File: src/rtl/text_banner_ctrl_if.sv
// Frame-sequencer control/status bundle between the banner sequencer and the overlay path.
// master drives requests and frame ticks; slave is the sequencer producing banner position and enables.
interface text_banner_ctrl_if;
    logic       refr_tick;
    logic       start;
    logic       reset_req;
    logic [9:0] text_x;
    logic [9:0] text_y;
    logic       title_en;
    logic       resetting_en;
    logic       board_clear;
    logic       busy;
    logic       reset_done;

    modport master (
        output refr_tick, start, reset_req,
        input  text_x, text_y, title_en, resetting_en, board_clear, busy, reset_done
    );

    modport slave (
        input  refr_tick, start, reset_req,
        output text_x, text_y, title_en, resetting_en, board_clear, busy, reset_done
    );
endinterface

File: src/rtl/text_banner_ctrl.sv
// Frame-rate sequencer for the title slide-in and the blinking RESETTING notice.
// All outputs registered (1-cycle latency); no backpressure, paced only by refr_tick.
module text_banner_ctrl #(
    parameter int TITLE_X      = 192,
    parameter int TITLE_Y      = 32,
    parameter int SLIDE_STEP   = 2,
    parameter int RESET_X      = 192,
    parameter int RESET_Y      = 232,
    parameter int BLINK_FRAMES = 16,
    parameter int RESET_FRAMES = 120
) (
    input  logic             clk,
    input  logic             reset_n,
    text_banner_ctrl_if.slave bus
);
    localparam int FW = (RESET_FRAMES > 1) ? $clog2(RESET_FRAMES) : 1;
    localparam int BW = (BLINK_FRAMES > 1) ? $clog2(BLINK_FRAMES) : 1;

    localparam logic [FW-1:0] FRAME_LAST = FW'(RESET_FRAMES - 1);
    localparam logic [BW-1:0] BLINK_LAST = BW'(BLINK_FRAMES - 1);
    localparam logic [9:0]    TITLE_X_C  = 10'(TITLE_X);
    localparam logic [9:0]    TITLE_Y_C  = 10'(TITLE_Y);
    localparam logic [9:0]    RESET_X_C  = 10'(RESET_X);
    localparam logic [9:0]    RESET_Y_C  = 10'(RESET_Y);

    typedef enum logic [1:0] {
        ST_SLIDE,
        ST_TITLE,
        ST_PLAY,
        ST_RESETTING
    } state_t;

    state_t        state_q, state_d;
    logic [9:0]    text_x_q, text_x_d;
    logic [9:0]    text_y_q, text_y_d;
    logic          title_en_q, title_en_d;
    logic          resetting_en_q, resetting_en_d;
    logic          board_clear_q, board_clear_d;
    logic          busy_q, busy_d;
    logic          reset_done_q, reset_done_d;
    logic [FW-1:0] frame_cnt_q, frame_cnt_d;
    logic [BW-1:0] blink_cnt_q, blink_cnt_d;
    logic          blink_ph_q, blink_ph_d;
    logic [10:0]   slide_sum;

    always_ff @(posedge clk or negedge reset_n) begin
        if (!reset_n) begin
            state_q        <= ST_SLIDE;
            text_x_q       <= TITLE_X_C;
            text_y_q       <= '0;
            title_en_q     <= 1'b1;
            resetting_en_q <= 1'b0;
            board_clear_q  <= 1'b0;
            busy_q         <= 1'b0;
            reset_done_q   <= 1'b0;
            frame_cnt_q    <= '0;
            blink_cnt_q    <= '0;
            blink_ph_q     <= 1'b1;
        end else begin
            state_q        <= state_d;
            text_x_q       <= text_x_d;
            text_y_q       <= text_y_d;
            title_en_q     <= title_en_d;
            resetting_en_q <= resetting_en_d;
            board_clear_q  <= board_clear_d;
            busy_q         <= busy_d;
            reset_done_q   <= reset_done_d;
            frame_cnt_q    <= frame_cnt_d;
            blink_cnt_q    <= blink_cnt_d;
            blink_ph_q     <= blink_ph_d;
        end
    end

    always_comb begin
        state_d        = state_q;
        text_x_d       = text_x_q;
        text_y_d       = text_y_q;
        title_en_d     = title_en_q;
        resetting_en_d = resetting_en_q;
        board_clear_d  = 1'b0;
        busy_d         = busy_q;
        reset_done_d   = 1'b0;
        frame_cnt_d    = frame_cnt_q;
        blink_cnt_d    = blink_cnt_q;
        blink_ph_d     = blink_ph_q;
        // Widened so a large step near the top of the range cannot wrap past TITLE_Y.
        slide_sum      = {1'b0, text_y_q} + 11'(SLIDE_STEP);

        if (state_q != ST_RESETTING && bus.reset_req) begin
            state_d        = ST_RESETTING;
            text_x_d       = RESET_X_C;
            text_y_d       = RESET_Y_C;
            title_en_d     = 1'b0;
            resetting_en_d = 1'b1;
            board_clear_d  = 1'b1;
            busy_d         = 1'b1;
            frame_cnt_d    = '0;
            blink_cnt_d    = '0;
            blink_ph_d     = 1'b1;
        end else begin
            case (state_q)
                ST_SLIDE: begin
                    if (bus.refr_tick) begin
                        if (slide_sum >= 11'(TITLE_Y)) begin
                            text_y_d = TITLE_Y_C;
                            state_d  = ST_TITLE;
                        end else begin
                            text_y_d = slide_sum[9:0];
                        end
                    end
                end
                ST_TITLE: begin
                    if (bus.start) begin
                        state_d    = ST_PLAY;
                        title_en_d = 1'b0;
                    end
                end
                ST_PLAY: begin
                    state_d = ST_PLAY;
                end
                ST_RESETTING: begin
                    if (bus.refr_tick) begin
                        if (frame_cnt_q == FRAME_LAST) begin
                            state_d        = ST_SLIDE;
                            text_x_d       = TITLE_X_C;
                            text_y_d       = '0;
                            title_en_d     = 1'b1;
                            resetting_en_d = 1'b0;
                            busy_d         = 1'b0;
                            reset_done_d   = 1'b1;
                            frame_cnt_d    = '0;
                            blink_cnt_d    = '0;
                            blink_ph_d     = 1'b1;
                        end else begin
                            frame_cnt_d = frame_cnt_q + FW'(1);
                            if (blink_cnt_q == BLINK_LAST) begin
                                blink_cnt_d    = '0;
                                blink_ph_d     = ~blink_ph_q;
                                resetting_en_d = ~blink_ph_q;
                            end else begin
                                blink_cnt_d = blink_cnt_q + BW'(1);
                            end
                        end
                    end
                end
                default: begin
                    state_d = ST_SLIDE;
                end
            endcase
        end
    end

    assign bus.text_x       = text_x_q;
    assign bus.text_y       = text_y_q;
    assign bus.title_en     = title_en_q;
    assign bus.resetting_en = resetting_en_q;
    assign bus.board_clear  = board_clear_q;
    assign bus.busy         = busy_q;
    assign bus.reset_done   = reset_done_q;
endmodule

File: src/flat_wrapper.sv
// flat-port wrapper written by rule: the top's interface ports become plain ports
module text_banner_ctrl_flat 
#(
    parameter int TITLE_X      = 192,
    parameter int TITLE_Y      = 32,
    parameter int SLIDE_STEP   = 2,
    parameter int RESET_X      = 192,
    parameter int RESET_Y      = 232,
    parameter int BLINK_FRAMES = 16,
    parameter int RESET_FRAMES = 120
)
  (clk, reset_n, bus_refr_tick, bus_start, bus_reset_req, bus_text_x, bus_text_y, bus_title_en, bus_resetting_en, bus_board_clear, bus_busy, bus_reset_done);
  text_banner_ctrl_if bus_i ();
  input  logic clk;
  input  logic reset_n;
  input wire logic [$bits(bus_i.refr_tick)-1:0] bus_refr_tick;
  input wire logic [$bits(bus_i.start)-1:0] bus_start;
  input wire logic [$bits(bus_i.reset_req)-1:0] bus_reset_req;
  output wire logic [$bits(bus_i.text_x)-1:0] bus_text_x;
  output wire logic [$bits(bus_i.text_y)-1:0] bus_text_y;
  output wire logic [$bits(bus_i.title_en)-1:0] bus_title_en;
  output wire logic [$bits(bus_i.resetting_en)-1:0] bus_resetting_en;
  output wire logic [$bits(bus_i.board_clear)-1:0] bus_board_clear;
  output wire logic [$bits(bus_i.busy)-1:0] bus_busy;
  output wire logic [$bits(bus_i.reset_done)-1:0] bus_reset_done;
  assign bus_i.refr_tick = bus_refr_tick;
  assign bus_i.start = bus_start;
  assign bus_i.reset_req = bus_reset_req;
  assign bus_text_x = bus_i.text_x;
  assign bus_text_y = bus_i.text_y;
  assign bus_title_en = bus_i.title_en;
  assign bus_resetting_en = bus_i.resetting_en;
  assign bus_board_clear = bus_i.board_clear;
  assign bus_busy = bus_i.busy;
  assign bus_reset_done = bus_i.reset_done;
  text_banner_ctrl #(.TITLE_X(TITLE_X), .TITLE_Y(TITLE_Y), .SLIDE_STEP(SLIDE_STEP), .RESET_X(RESET_X), .RESET_Y(RESET_Y), .BLINK_FRAMES(BLINK_FRAMES), .RESET_FRAMES(RESET_FRAMES)) u_core (.clk(clk), .reset_n(reset_n), .bus(bus_i));
endmodule
File: config.mk
export PLATFORM = sky130hd
export DESIGN_NAME = text_banner_ctrl_flat
export DESIGN_NICKNAME = d
export VERILOG_FILES = /design/src/rtl/text_banner_ctrl_if.sv /design/src/rtl/text_banner_ctrl.sv /design/src/flat_wrapper.sv
export SDC_FILE = /design/constraint.sdc
export NUM_CORES = 1
export LEC_CHECK = 0
export CAP_MARGIN = 20
export CORE_ASPECT_RATIO = 1.4
export CORE_MARGIN = 2
export CORE_UTILIZATION = 55
export DETAILED_ROUTE_END_ITERATION = 7
export GPL_TIMING_DRIVEN = 0
export PLACE_DENSITY_LB_ADDON = 0.2
export SYNTH_ARGS = -nofsm -noshare
export SYNTH_HDL_FRONTEND = slang
export SYNTH_SLANG_ARGS = --single-unit
File: constraint.sdc
create_clock -name clk -period 4 [get_ports clk]
set_input_delay 0.8 -clock clk [delete_from_list [all_inputs] [get_ports clk]]
set_output_delay 0.8 -clock clk [all_outputs]
set_load 0.02 [all_outputs]
## Yosys cells after proc, flatten, opt, wreduce, memory -nomap -nowiden

Index checks and enable logic that the tools add are counted.
W data, S select, Z words.

- Add/sub/neg operators: 3
- Order comparisons: 1
- Equality and inequality tests: 11
- Muxes and demuxes: 49
- Bitwise operators: 1
- Reduce and logical (&&, ||, !) cells: 14

Operators by type and width:

| kind | count |
|---|---|
| $mux W10 | 9 |
| $mux W7 | 4 |
| $mux W1 | 22 |
| $mux W4 | 5 |
| $pmux W10 S2 | 1 |
| $mux W2 | 6 |
| $add A10 B2 Y11 const B | 1 |
| $ge A11 B6 Y1 const B | 1 |
| $ne A3 B2 Y1 const B | 3 |
| $reduce_bool A3 Y1 | 3 |
| $pmux W2 S4 | 1 |
| $reduce_and A4 Y1 | 2 |
| $add A7 B1 Y7 const B | 1 |
| $eq A7 B7 Y1 const B | 1 |
| $ne A3 B1 Y1 const B | 2 |
| $reduce_and A3 Y1 | 2 |
| $reduce_bool A2 Y1 | 3 |
| $reduce_and A5 Y1 | 1 |
| $add A4 B1 Y4 const B | 1 |
| $eq A2 B2 Y1 const B | 2 |
| $eq A4 B4 Y1 const B | 1 |
| $eq A2 B1 Y1 const B | 1 |
| $logic_not A2 Y1 | 1 |
| $ne A2 B2 Y1 const B | 1 |
| 4 further kinds | 4 |

- Register bits: 39
- Input port bits: 5
- Output and inout port bits: 25
- Word-level logic and storage cells: 90

## Longest topological paths before layout

Gate-level depths: netlist of run 1.

- Word-level depth: 6
- Gate-level depth with buffers: 8
- Depth with buffers taken out: 7

## Worst setup path after synthesis of run 1

OpenSTA, ideal clock, no wires.

- Kind: input-to-reg
- Start point: input port bus_reset_req
- End point: register u_core.text_y_q[3] (netlist: u_core.bus.text_y[3])
- Library setup time: 0.125 ns
- Arrival time: 1.636 ns
- Data required time: 3.875 ns
- Slack: 2.239 ns
- Cell stages on the path: 6
- Buffers on the path: 1
- Path through: nand2b_1 > inv_1 > a21oi_1 > buf_2 > nand3b_1 > nand3_1

- Longest elaborated chain between the ends: 3
- Elaborated cells between the ends (all ways): 7
- Those cells by class: 3 x eq/ne; 1 x mux; 3 x reduce/logical

RTL lines:

| item | line | RTL |
|---|---|---|
| from (decl) | flat_wrapper.sv:18 | `input wire logic [$bits(bus_i.reset_req)-1:0] bus_reset_req;` |
| $logic_and A1 B1 Y1 (*) | text_banner_ctrl.sv:89 | `if (state_q != ST_RESETTING && bus.reset_req) begin` |
| $ne A3 B1 Y1 (no source line), or another cell as far along | n/a |  |
| $reduce_and A4 Y1 (no source line) | n/a |  |
| to (signal assigned) | text_banner_ctrl.sv:62 | `text_y_q <= text_y_d;` |
| to (decl) | text_banner_ctrl.sv:35 | `logic [9:0] text_y_q, text_y_d;` |

Every way passes the cells marked *; elsewhere a longest branch is shown, timed or not.
A chain may end at the register's enable or synchronous reset.

## Worst setup path in the final report of run 1

- Start point: register u_core.title_en_q (netlist: u_core.bus.title_en)
- End point: output port bus_title_en

RTL lines:

| item | line | RTL |
|---|---|---|
| from (decl) | text_banner_ctrl.sv:36 | `logic title_en_q, title_en_d;` |
| from (signal assigned) | text_banner_ctrl.sv:63 | `title_en_q <= title_en_d;` |
| to (decl) | flat_wrapper.sv:21 | `output wire logic [$bits(bus_i.title_en)-1:0] bus_title_en;` |

No word-level cell between the ends.

==> results of run 1 <==
-- kinds of logic after synthesis --
family	synth area share, %
simple gates	21.0
flops	46.2
mux	1.40
other cells	0.493
xor+xnor	0.575
compound gates	15.8
buf+inv	8.87
fa+ha+maj	5.75
-- final cells by class --
class,count,area share [%]
Multi-Input combinational cell,114,38.6
Sequential cell,28,37.8
Timing Repair Buffer,19,11.2
Buffer,15,5.85
Tap cell,36,2.42
Clock inverter,1,1.61
Inverter,7,1.41
Clock buffer,3,1.21
-- stage by stage --
stage | hold slack (ps) | area [µm²] | setup WS (ps) | util [%] | std cells
after detailed placement | 507 | 1810 | 1380 | 68.5 | 219
final | 540 | 1860 | 1660 | 70.5 | 223
after CTS | 545 | 1860 | 1650 | 70.5 | 223
after global routing | 565 | 1860 | 1600 | 70.5 | 223
after global placement | 502 | 1780 | 1420 | 67.4 | 218
after floorplan | 479 | 1560 | 2240 | - | 164
-- final timing paths --
| check | cells past startpoint | endpoint | startpoint |
|---|---|---|---|
| worst max-delay path | 1 | bus_title_en | u_core.bus.title_en$_DFFE_PN1P_ |
| worst min-delay path | 1 | u_core.blink_cnt_q[0]$_DFFE_PN0P_ | u_core.blink_cnt_q[0]$_DFFE_PN0P_ |
| worst max register to register | 7 | u_core.bus.text_y[3]$_DFFE_PN0P_ | u_core.state_q[0]$_DFFE_PN0P_ |
| worst min register to register | 1 | u_core.blink_cnt_q[0]$_DFFE_PN0P_ | u_core.blink_cnt_q[0]$_DFFE_PN0P_ |
| max in group asynchronous | 2 | u_core.blink_ph_q$_DFFE_PN1P_ | reset_n |
| min in group asynchronous | 1 | u_core.bus.text_y[1]$_DFFE_PN0P_ | reset_n |
-- cells in the mapped netlist (all sizes together), types with 2 or more instances --
library cell / number
a21oi: 6
conb: 2
nor4: 3
nand3: 7
nand2: 18
dfrtp: 26
and2: 3
buf: 15
nand2b: 2
ha: 7
o31ai: 3
nor3: 3
nor2: 11
a22o: 3
and3: 2
o21ai: 14
dfstp: 2
inv: 7
o211ai: 2
nor2b: 2
-- sequential cells by signal, indices dropped and copies added (netlist names) --
signal,flops
u_core.bus.resetting_en,1
u_core.blink_cnt_q,4
u_core.bus.title_en,1
u_core.bus.board_clear,1
u_core.blink_ph_q,1
u_core.bus.busy,1
u_core.frame_cnt_q,7
u_core.bus.reset_done,1
u_core.state_q,2
u_core.bus.text_y,9
-- power breakdown --
part,total [mW],switching [mW],internal [mW]
logic,0.474,0.270,0.204
clock network,0.187,0.0860,0.101
registers,0.409,0.0667,0.342
total,1.07,0.423,0.648
-- per-layer routing --
metal  vias up  share of wire (%)  wire, µm
met5         -                  0         0
met4         0                1.4        44
met3         6                3.5       110
met2        38                 55      1720
met1       583                 40      1240
li1        590                  -         -
==> results.md, run 1 <==
* Worst-margin pin slew at 688 ps
* Startpoint Class: flop
* CTS resizes at 0
* Die width at a little under 50 µm
* Hold Vio Cnt, Final at 0
* Most Used Layer, Global Route: met2
* # clock sinks at 28
* Insertion delay to the later sink of the worst-skew pair at 330 ps
* Critical Path Sink Type: output pin
* Vias post-DR at ~1.2k
* Pwr dens at approximately 580 mW/mm²
* Final net count at 200
* Ys flop type: dfrtp_1
* FP Rows at 22
* Fin Setup TNS at 0 ps
* Number of synthesized flops with an enable pin at 0
* Number of max-cap violations at 0
* DR iter-0 viols at 39
* Register area at 703 µm²
* Post-synth ARST share at 100%
* WL per Instance at 14.0 µm
* Clk slew on worst S/H paths at 160 ps
* DIE HEIGHT at 66.3 µm
* GR Util met3 at 4.30%
* Antenna-violating nets left at 0
* Critical setup path kind: flop to output pin
* Yosys warns at 0
* Worst vdd ir at 0.333 mV
* Aggregate global-route resource usage at 21.8%
* Commonest non-fill, non-tap cells in the layout: dfrtp_1 (26), nand2_1 (18), clkdlybuf4s50_1 (18), o21ai_0 (14)
* Grt ovf at 0
* Synthesized area per cell at around 9.8 µm²
* Multi-input logic area at around 700 µm²
* Seq/Total Area, Yosys at a little under half
* Critical Path RT at roughly 3200 ps
* Final HPWL DP at 2430 µm
* Antenna violations before repair at 0
* Die area at about 0.0032 mm²
* Grt met1 use at 22.0%
* Gpl congestion at about 0.85
* Cells after Synth at 155
* Starting Density at 57.6%
* Critical path's largest stage delay at 610 ps
* Most common cell after layout, fill and taps aside: dfrtp_1
* Critical path's top delay family: buffers and inverters
* Netlist cell types at 42
* Antenna Cells at 0
* H-tree depth at 1
* Period minus WS final at 2340 ps
* Clock buffer depth at 2
* RSZ-0062 raised after global routing: false
* IO buf count at 18
* Area grow syn2layout at 22.3%
* Power, Total at approximately 1.1 mW
* Run status: finished, final reports clean
* CTS Buf Count at 3
* # IOs at 30
* Yosys top cell by area: dfrtp_1
* Crit path buf inv count at 1
* Share of layout cells above drive strength 1 at 15.0%
* Ranking of synthesized cells by area: dfrtp_1 (43%), ha_1 (5.8%), buf_4 (5.4%)
* Hold Path Class: flop to flop
* Max-slew violation count at 0
* Maximum clock skew at final layout at 7.59 ps
* Largest net degree at the start of global routing at 17
* Endpoints failing setup at 0
* First-pass GRT wire length at 5370 µm
* Post-Synthesis Cell Area at 0.00152 mm²
* Drt first pass iters at 4
* Fmax at ~430 MHz
* WL final at 3120 µm
* Core area at 0.00264 mm²
* Crit path max fanout at 4
* DRC violations left at 0
* Met2 Usage GRT at 42.5%
* Root buffer cell: clkbuf_4
* Hold buffers post-CTS at 0
* P_leak at 0.901 nW
* Cell Chain, Critical Path: clkdlybuf4s50_1
* Crit-path slowest cell: clkdlybuf4s50_1
* FF-to-FF setup slack at 2050 ps
* Yosys top cell area share at 42.7%
* # fillers at 217
* CTS tree: built
* FF+latch count, synth at 28
* Max-slew headroom at roughly 54%
* Vias per inst at 5.46
* Crit share post-route at 58.5%
* Post-CTS Setup Bufs at 0
* Arrival time worst endpoint at 1540 ps
* Vias in the first global route at 1304
No activity file was read; power rests on OpenSTA's default activity.
==> run 2, diff against run 1 <==
Settings changed: CORE_UTILIZATION 55 to 46.
Clock period 4 ns to 2 ns, I/O delays scaled along.
==> run 2 against run 1 <==
  * Die area is 18% higher
  * Cell count up 1.3%
  * Combinational power increased by 100%
  * Critical path type unchanged
==> results.md, run 2 (synthesis results as in run 1) <==
* Max-slew violation count at 0 (unchanged)
* Hold Vio Cnt, Final at 0 (unchanged)
* Final Util at 59.9% (was 70.5%)
* Fin Setup TNS at 0 ps (unchanged)
* FP Rows at 24 (was 22)
* DR iter-0 viols at 29 (was 39)
* Cell Chain, Critical Path: clkdlybuf4s50_1 (unchanged)
* Die area at 0.00379 mm² (was 0.00321 mm²)
* DIE HEIGHT at 72.1 µm (was 66.3 µm)
* Gpl congestion at 0.806 (was 0.854)
* Root buffer cell: clkbuf_8 (was clkbuf_4)
* Fmax at 538 MHz
* Crit path buf inv count at 1 (unchanged)
* H-tree depth at 1 (unchanged)
* DRC violations left at 0 (unchanged)
* Hold Path Class: input port to async pin (was flop to flop)
* IO buf count at 18 (unchanged)
* CTS tree: built (unchanged)
* Number of flip-flops in the largest register at 9 (unchanged)
* Vias in the first global route at 1207 (was 1304)
* Critical setup path kind: flop to output pin (unchanged)
* Worst-margin pin slew at 655 ps (was 688 ps)
* Antenna-violating nets left at 0 (unchanged)
* Critical Path RT at 1600 ps (was 3200 ps)
* Critical Path Sink Type: output pin (unchanged)
* Clock buffer depth at 2 (unchanged)
* Core area at 0.00315 mm² (was 0.00264 mm²)
* RSZ-0062 raised after global routing: false (unchanged)
* Insertion delay to the later sink of the worst-skew pair at 280 ps (was 330 ps)
* Final HPWL DP at 2420 µm (was 2430 µm)
* Crit share post-route at 92.9%
* Crit-path slowest cell: clkdlybuf4s50_1 (unchanged)
* Metal3 WL at 124 µm (was 110 µm)
* First-pass GRT wire length at 5350 µm (was 5370 µm)
* # fillers at 279 (was 217)
* # clock sinks at 28 (unchanged)
* Starting Density at 48.3% (was 57.6%)
* Final net count at 200 (unchanged)
* Die width at 52.6 µm (was 48.5 µm)
* Startpoint Class: flop (unchanged)
* Critical path's largest stage delay at 610 ps (about the same)
* Largest net degree at the start of global routing at 18 (was 17)
* Drt first pass iters at 4 (unchanged)
* Aggregate global-route resource usage at 18.6% (was 21.8%)
* Worst r2r src: u_core.state_q[0]$_DFFE_PN0P_ (unchanged)
* Multi-input logic area at 722 µm² (was 718 µm²)
* R2R cell count at 8 (was 7)
* Top Layer Used: met4 (unchanged)
* Antenna Cells at 0 (unchanged)
* Arrival time worst endpoint at 1460 ps (was 1540 ps)
* # IOs at 30 (unchanged)
* Number of max-cap violations at 0 (unchanged)
* Most common cell after layout, fill and taps aside: dfrtp_1 (unchanged)
* Antenna violations before repair at 0 (unchanged)
* Max-slew headroom at 56.2% (was 54.0%)
* Met1 WL at 1290 µm (was 1240 µm)
* Period minus WS final at between 1500 and 2000 ps
* Vias post-DR at 1212 (was 1217)
* Run status: finished, final reports clean (unchanged)
* CTS Buf Count at 3 (unchanged)
* Worst vdd ir at 0.656 mV (was 0.333 mV)
* Register area at 703 µm² (unchanged)
* Pwr dens at 1180 mW/mm² (was 575 mW/mm²)
* Clk slew on worst S/H paths at 100 ps (was 160 ps)
* Crit path max fanout at 4 (unchanged)
* P_leak at 0.907 nW (was 0.901 nW)
* Endpoints failing setup at 0 (unchanged)
* Commonest non-fill, non-tap cells in the layout: dfrtp_1 (26), nand2_1 (18), clkdlybuf4s50_1 (18), o21ai_0 (13) (was dfrtp_1 (26), nand2_1 (18), clkdlybuf4s50_1 (18), o21ai_0 (14))
* WL final at 3130 µm (was 3120 µm)
* Area grow syn2layout at 24.0% (was 22.3%)
* Reg2reg end: u_core.frame_cnt_q[3]$_DFFE_PN0P_ (was u_core.bus.text_y[3]$_DFFE_PN0P_)
* Critical path's top delay family: buffers and inverters (unchanged)
* WL per Instance at 13.8 µm (was 14.0 µm)
* Vias per inst at 5.36 (was 5.46)
* FF-to-FF setup slack at 170 ps (was 2050 ps)
* Metal2 WL at 1650 µm (was 1720 µm)
* Hold buffers post-CTS at 0 (unchanged)
* Grt ovf at 0 (unchanged)
* Maximum clock skew at final layout at 6.69 ps (was 7.59 ps)
* Share of layout cells above drive strength 1 at 16.0% (was 15.0%)
## run 2: metal layers
layer,vias up,GRT usage [%]
met2,26,33.5
met5,-,0
met3,6,2.67
met4,0,8.26
li1,590,-
met1,590,21.2
## run 2: area by class of cell
| class | count | share of cell area, % |
|---|---|---|
| plain buffers | 15 | 5.77 |
| well taps | 39 | 2.58 |
| repair buffers | 19 | 11.0 |
| clock inverters | 1 | 1.59 |
| clock buffers | 3 | 2.19 |
| flip-flops and latches | 28 | 37.2 |
| multi-input cells | 114 | 38.2 |
| inverters | 7 | 1.39 |
## run 2: report_power, final
group	switching (mW)	total, mW	internal (mW)	leakage (nW)
clock network	0.184	0.452	0.268	0.0357
logic	0.551	0.964	0.413	0.517
registers	0.135	0.820	0.685	0.354
## run 2: worst max path at each step
stage | from | endpoint | slack [ps] | cells past startpoint
final | u_core.bus.title_en$_DFFE_PN1P_ | bus_title_en | 140 | 1
after global routing | u_core.state_q[0]$_DFFE_PN0P_ | u_core.blink_cnt_q[2]$_DFFE_PN0P_ | 30 | 8
after CTS | u_core.state_q[0]$_DFFE_PN0P_ | u_core.bus.text_y[3]$_DFFE_PN0P_ | 40 | 7
after detailed placement | bus_reset_req | u_core.bus.text_y[3]$_DFFE_PN0P_ | -240 | 7
after global placement | bus_reset_req | u_core.bus.text_y[3]$_DFFE_PN0P_ | -210 | 7
after floorplan | u_core.bus.text_y[1]$_DFFE_PN0P_ | u_core.bus.text_y[3]$_DFFE_PN0P_ | 250 | 6
## run 2: timing repair
item	4_1_cts	5_1_grt
gates resized for setup	0	3
buffers inserted	0	0
endpoints found under the setup margin	0	11
## run 2: metrics by stage
stage / hold WS [ps] / power [mW] / std cells / cell area (µm²) / setup slack, ps
global placement: 502 / 1.74 / 221 / 1790 / -213
floorplan: 104 / 1.47 / 164 / 1560 / 247
finish: 516 / 2.24 / 226 / 1890 / 141
global route: 549 / 2.40 / 226 / 1890 / 31.6
CTS: 534 / 2.24 / 226 / 1880 / 41.6
detailed placement: 514 / 1.79 / 222 / 1810 / -244
==> run 3, diff against run 2 <==
Settings changed: CAP_MARGIN 20 to unset.
==> run 3 against run 2 <==
  * Cell area down 1.6%
  * Worst hold slack worse by 390 ps
  * First-iteration DRC count up 3.4%
  * Combinational power up 0.8%
  * Via count about the same
  * Cell count down 0.44%
  * Clock power about the same
  * Count of clock-buffer cells in the layout unchanged
==> results.md, run 3 (synthesis results as in run 1) <==
* DIE HEIGHT at 72.1 µm (unchanged)
* Hold Path Class: input port to async pin (unchanged)
* Hold Vio Cnt, Final at 0 (unchanged)
* Startpoint Class: flop (unchanged)
* Drt first pass iters at 4 (unchanged)
* Power, Total at 2.24 mW (about the same)
* Run status: finished, final reports clean (unchanged)
* # IOs at 30 (unchanged)
* FF-to-FF setup slack at 170 ps (about the same)
* Vias post-DR at 1213 (was 1212)
* DR iter-0 viols at 30 (was 29)
* CTS Buf Count at 3 (unchanged)
* Core area at 0.00315 mm² (unchanged)
* Grt ovf at 0 (unchanged)
* Gpl congestion at 0.806 (unchanged)
* Fin Setup TNS at 0 ps (unchanged)
* Worst r2r src: u_core.bus.text_y[1]$_DFFE_PN0P_ (was u_core.state_q[0]$_DFFE_PN0P_)
* IO buf count at 18 (unchanged)
* DRC violations left at 0 (unchanged)
* Most common cell after layout, fill and taps aside: dfrtp_1 (unchanged)
* Number of flip-flops in the largest register at 9 (unchanged)
* Number of max-cap violations at 0 (unchanged)
* Vias in the first global route at 1192 (was 1207)
* Arrival time worst endpoint at 1460 ps (about the same)
* R2R cell count at 6 (was 8)
* Insertion delay to the later sink of the worst-skew pair at 280 ps (about the same)
* RSZ-0062 raised after global routing: false (unchanged)
* WL final at 3120 µm (was 3130 µm)
* Post-CTS Setup Bufs at 0 (unchanged)
* Max-slew headroom at 58.4% (was 56.2%)
* Crit-path slowest cell: clkdlybuf4s50_1 (unchanged)
* Post-Layout Cell Count at 225 (was 226)
* Reg2reg end: u_core.bus.text_y[3]$_DFFE_PN0P_ (was u_core.frame_cnt_q[3]$_DFFE_PN0P_)
* Die width at 52.6 µm (unchanged)
* Final net count at 199 (was 200)
* Worst Slack Setup Final at 140 ps (was 141 ps)
* Root buffer cell: clkbuf_8 (unchanged)
* Antenna Cells at 0 (unchanged)
* Clock buffer depth at 2 (unchanged)
* Critical path's top delay family: buffers and inverters (unchanged)
* Final HPWL DP at 2320 µm (was 2420 µm)
* CTS resizes at 0 (unchanged)
* FP Rows at 24 (unchanged)
* Aggregate global-route resource usage at 18.5% (was 18.6%)
* Starting Density at 48.3% (unchanged)
* WL per Instance at 13.9 µm (was 13.8 µm)
* Period minus WS final at 1860 ps (about the same)
* Die area at 0.00379 mm² (unchanged)
* Cell Chain, Critical Path: clkdlybuf4s50_1 (unchanged)
* Critical Path Sink Type: output pin (unchanged)
* # clock sinks at 28 (unchanged)
* Crit path buf inv count at 1 (unchanged)
* Placed insts at 221 (was 222)
* Antenna-violating nets left at 0 (unchanged)
* Crit share post-route at 93.0% (was 92.9%)
* Maximum clock skew at final layout at 7.74 ps (was 6.69 ps)
* Worst hold margin at 129 ps (was 516 ps)
* Area grow syn2layout at 22.0% (was 24.0%)
* Fmax at 538 MHz (about the same)
* # fillers at 283 (was 279)
* Share of layout cells above drive strength 1 at 16.1% (was 16.0%)
* Final Util at 58.9% (was 59.9%)
* Antenna violations before repair at 0 (unchanged)
* H-tree depth at 1 (unchanged)
* Critical path's largest stage delay at 610 ps (about the same)
* CTS tree: built (unchanged)
* Dpl ws at -259 ps (was -244 ps)
* Critical setup path kind: flop to output pin (unchanged)
* Commonest non-fill, non-tap cells in the layout: dfrtp_1 (26), nand2_1 (18), clkdlybuf4s50_1 (17), o21ai_0 (14), buf_4 (12) (was dfrtp_1 (26), nand2_1 (18), clkdlybuf4s50_1 (18), o21ai_0 (13))
* First-pass GRT wire length at 5300 µm (was 5350 µm)
* Critical Path RT at 1600 ps (about the same)
* P_leak at 0.896 nW (was 0.907 nW)
* Area after DPL at 0.00179 mm² (was 0.00181 mm²)
* Worst vdd ir at 0.641 mV (was 0.656 mV)
* Max-slew violation count at 0 (unchanged)
* Clk slew on worst S/H paths at 100 ps (about the same)
* Vias per inst at 5.39 (was 5.36)
* Endpoints failing setup at 0 (unchanged)
* Largest net degree at the start of global routing at 29 (was 18)
* Pwr dens at 1210 mW/mm² (was 1180 mW/mm²)
* Crit path max fanout at 4 (unchanged)
* Worst-margin pin slew at 624 ps (was 655 ps)
* Design area at 0.00186 mm² (was 0.00189 mm²)
* Hold buffers post-CTS at 0 (unchanged)
run 3: layout make-up:
| type | count | area (µm²) | share of cell area (%) |
|---|---|---|---|
| plain buffers | 15 | 111 | 5.99 |
| multi-input cells | 114 | 722 | 38.9 |
| well taps | 39 | 48.8 | 2.63 |
| clock buffers | 3 | 41.3 | 2.22 |
| clock inverters | 1 | 30.0 | 1.62 |
| flip-flops and latches | 28 | 703 | 37.8 |
| repair buffers | 18 | 175 | 9.43 |
| inverters | 7 | 26.3 | 1.41 |
run 3: how the worst max path moves through the flow:
| stage | startpoint | endpoint | slack (ps) | cells past startpoint |
|---|---|---|---|---|
| global route | u_core.frame_cnt_q[0]$_DFFE_PN0P_ | u_core.frame_cnt_q[3]$_DFFE_PN0P_ | 30 | 7 |
| global placement | bus_reset_req | u_core.bus.text_y[3]$_DFFE_PN0P_ | -210 | 7 |
| finish | u_core.bus.title_en$_DFFE_PN1P_ | bus_title_en | 140 | 1 |
| detailed placement | bus_reset_req | u_core.bus.text_y[3]$_DFFE_PN0P_ | -260 | 7 |
| CTS | bus_reset_req | u_core.bus.text_y[3]$_DFFE_PN0P_ | 30 | 7 |
| floorplan | u_core.bus.text_y[1]$_DFFE_PN0P_ | u_core.bus.text_y[3]$_DFFE_PN0P_ | 250 | 6 |
run 3: report_power, final:
group / switching, mW / internal [mW] / leakage, nW / total [mW]
sequential: 0.135 / 0.685 / 0.354 / 0.821
combinational: 0.562 / 0.410 / 0.506 / 0.972
clock: 0.181 / 0.268 / 0.0357 / 0.449
total: 0.878 / 1.36 / 0.896 / 2.24
run 3: layer usage:
layer,vias up,share of wire (%),GRT usage [%]
li1,587,-,-
met1,592,40,22.0
met2,28,53,32.1
met3,6,4.4,2.67
met4,0,2.2,8.83
met5,-,0,0
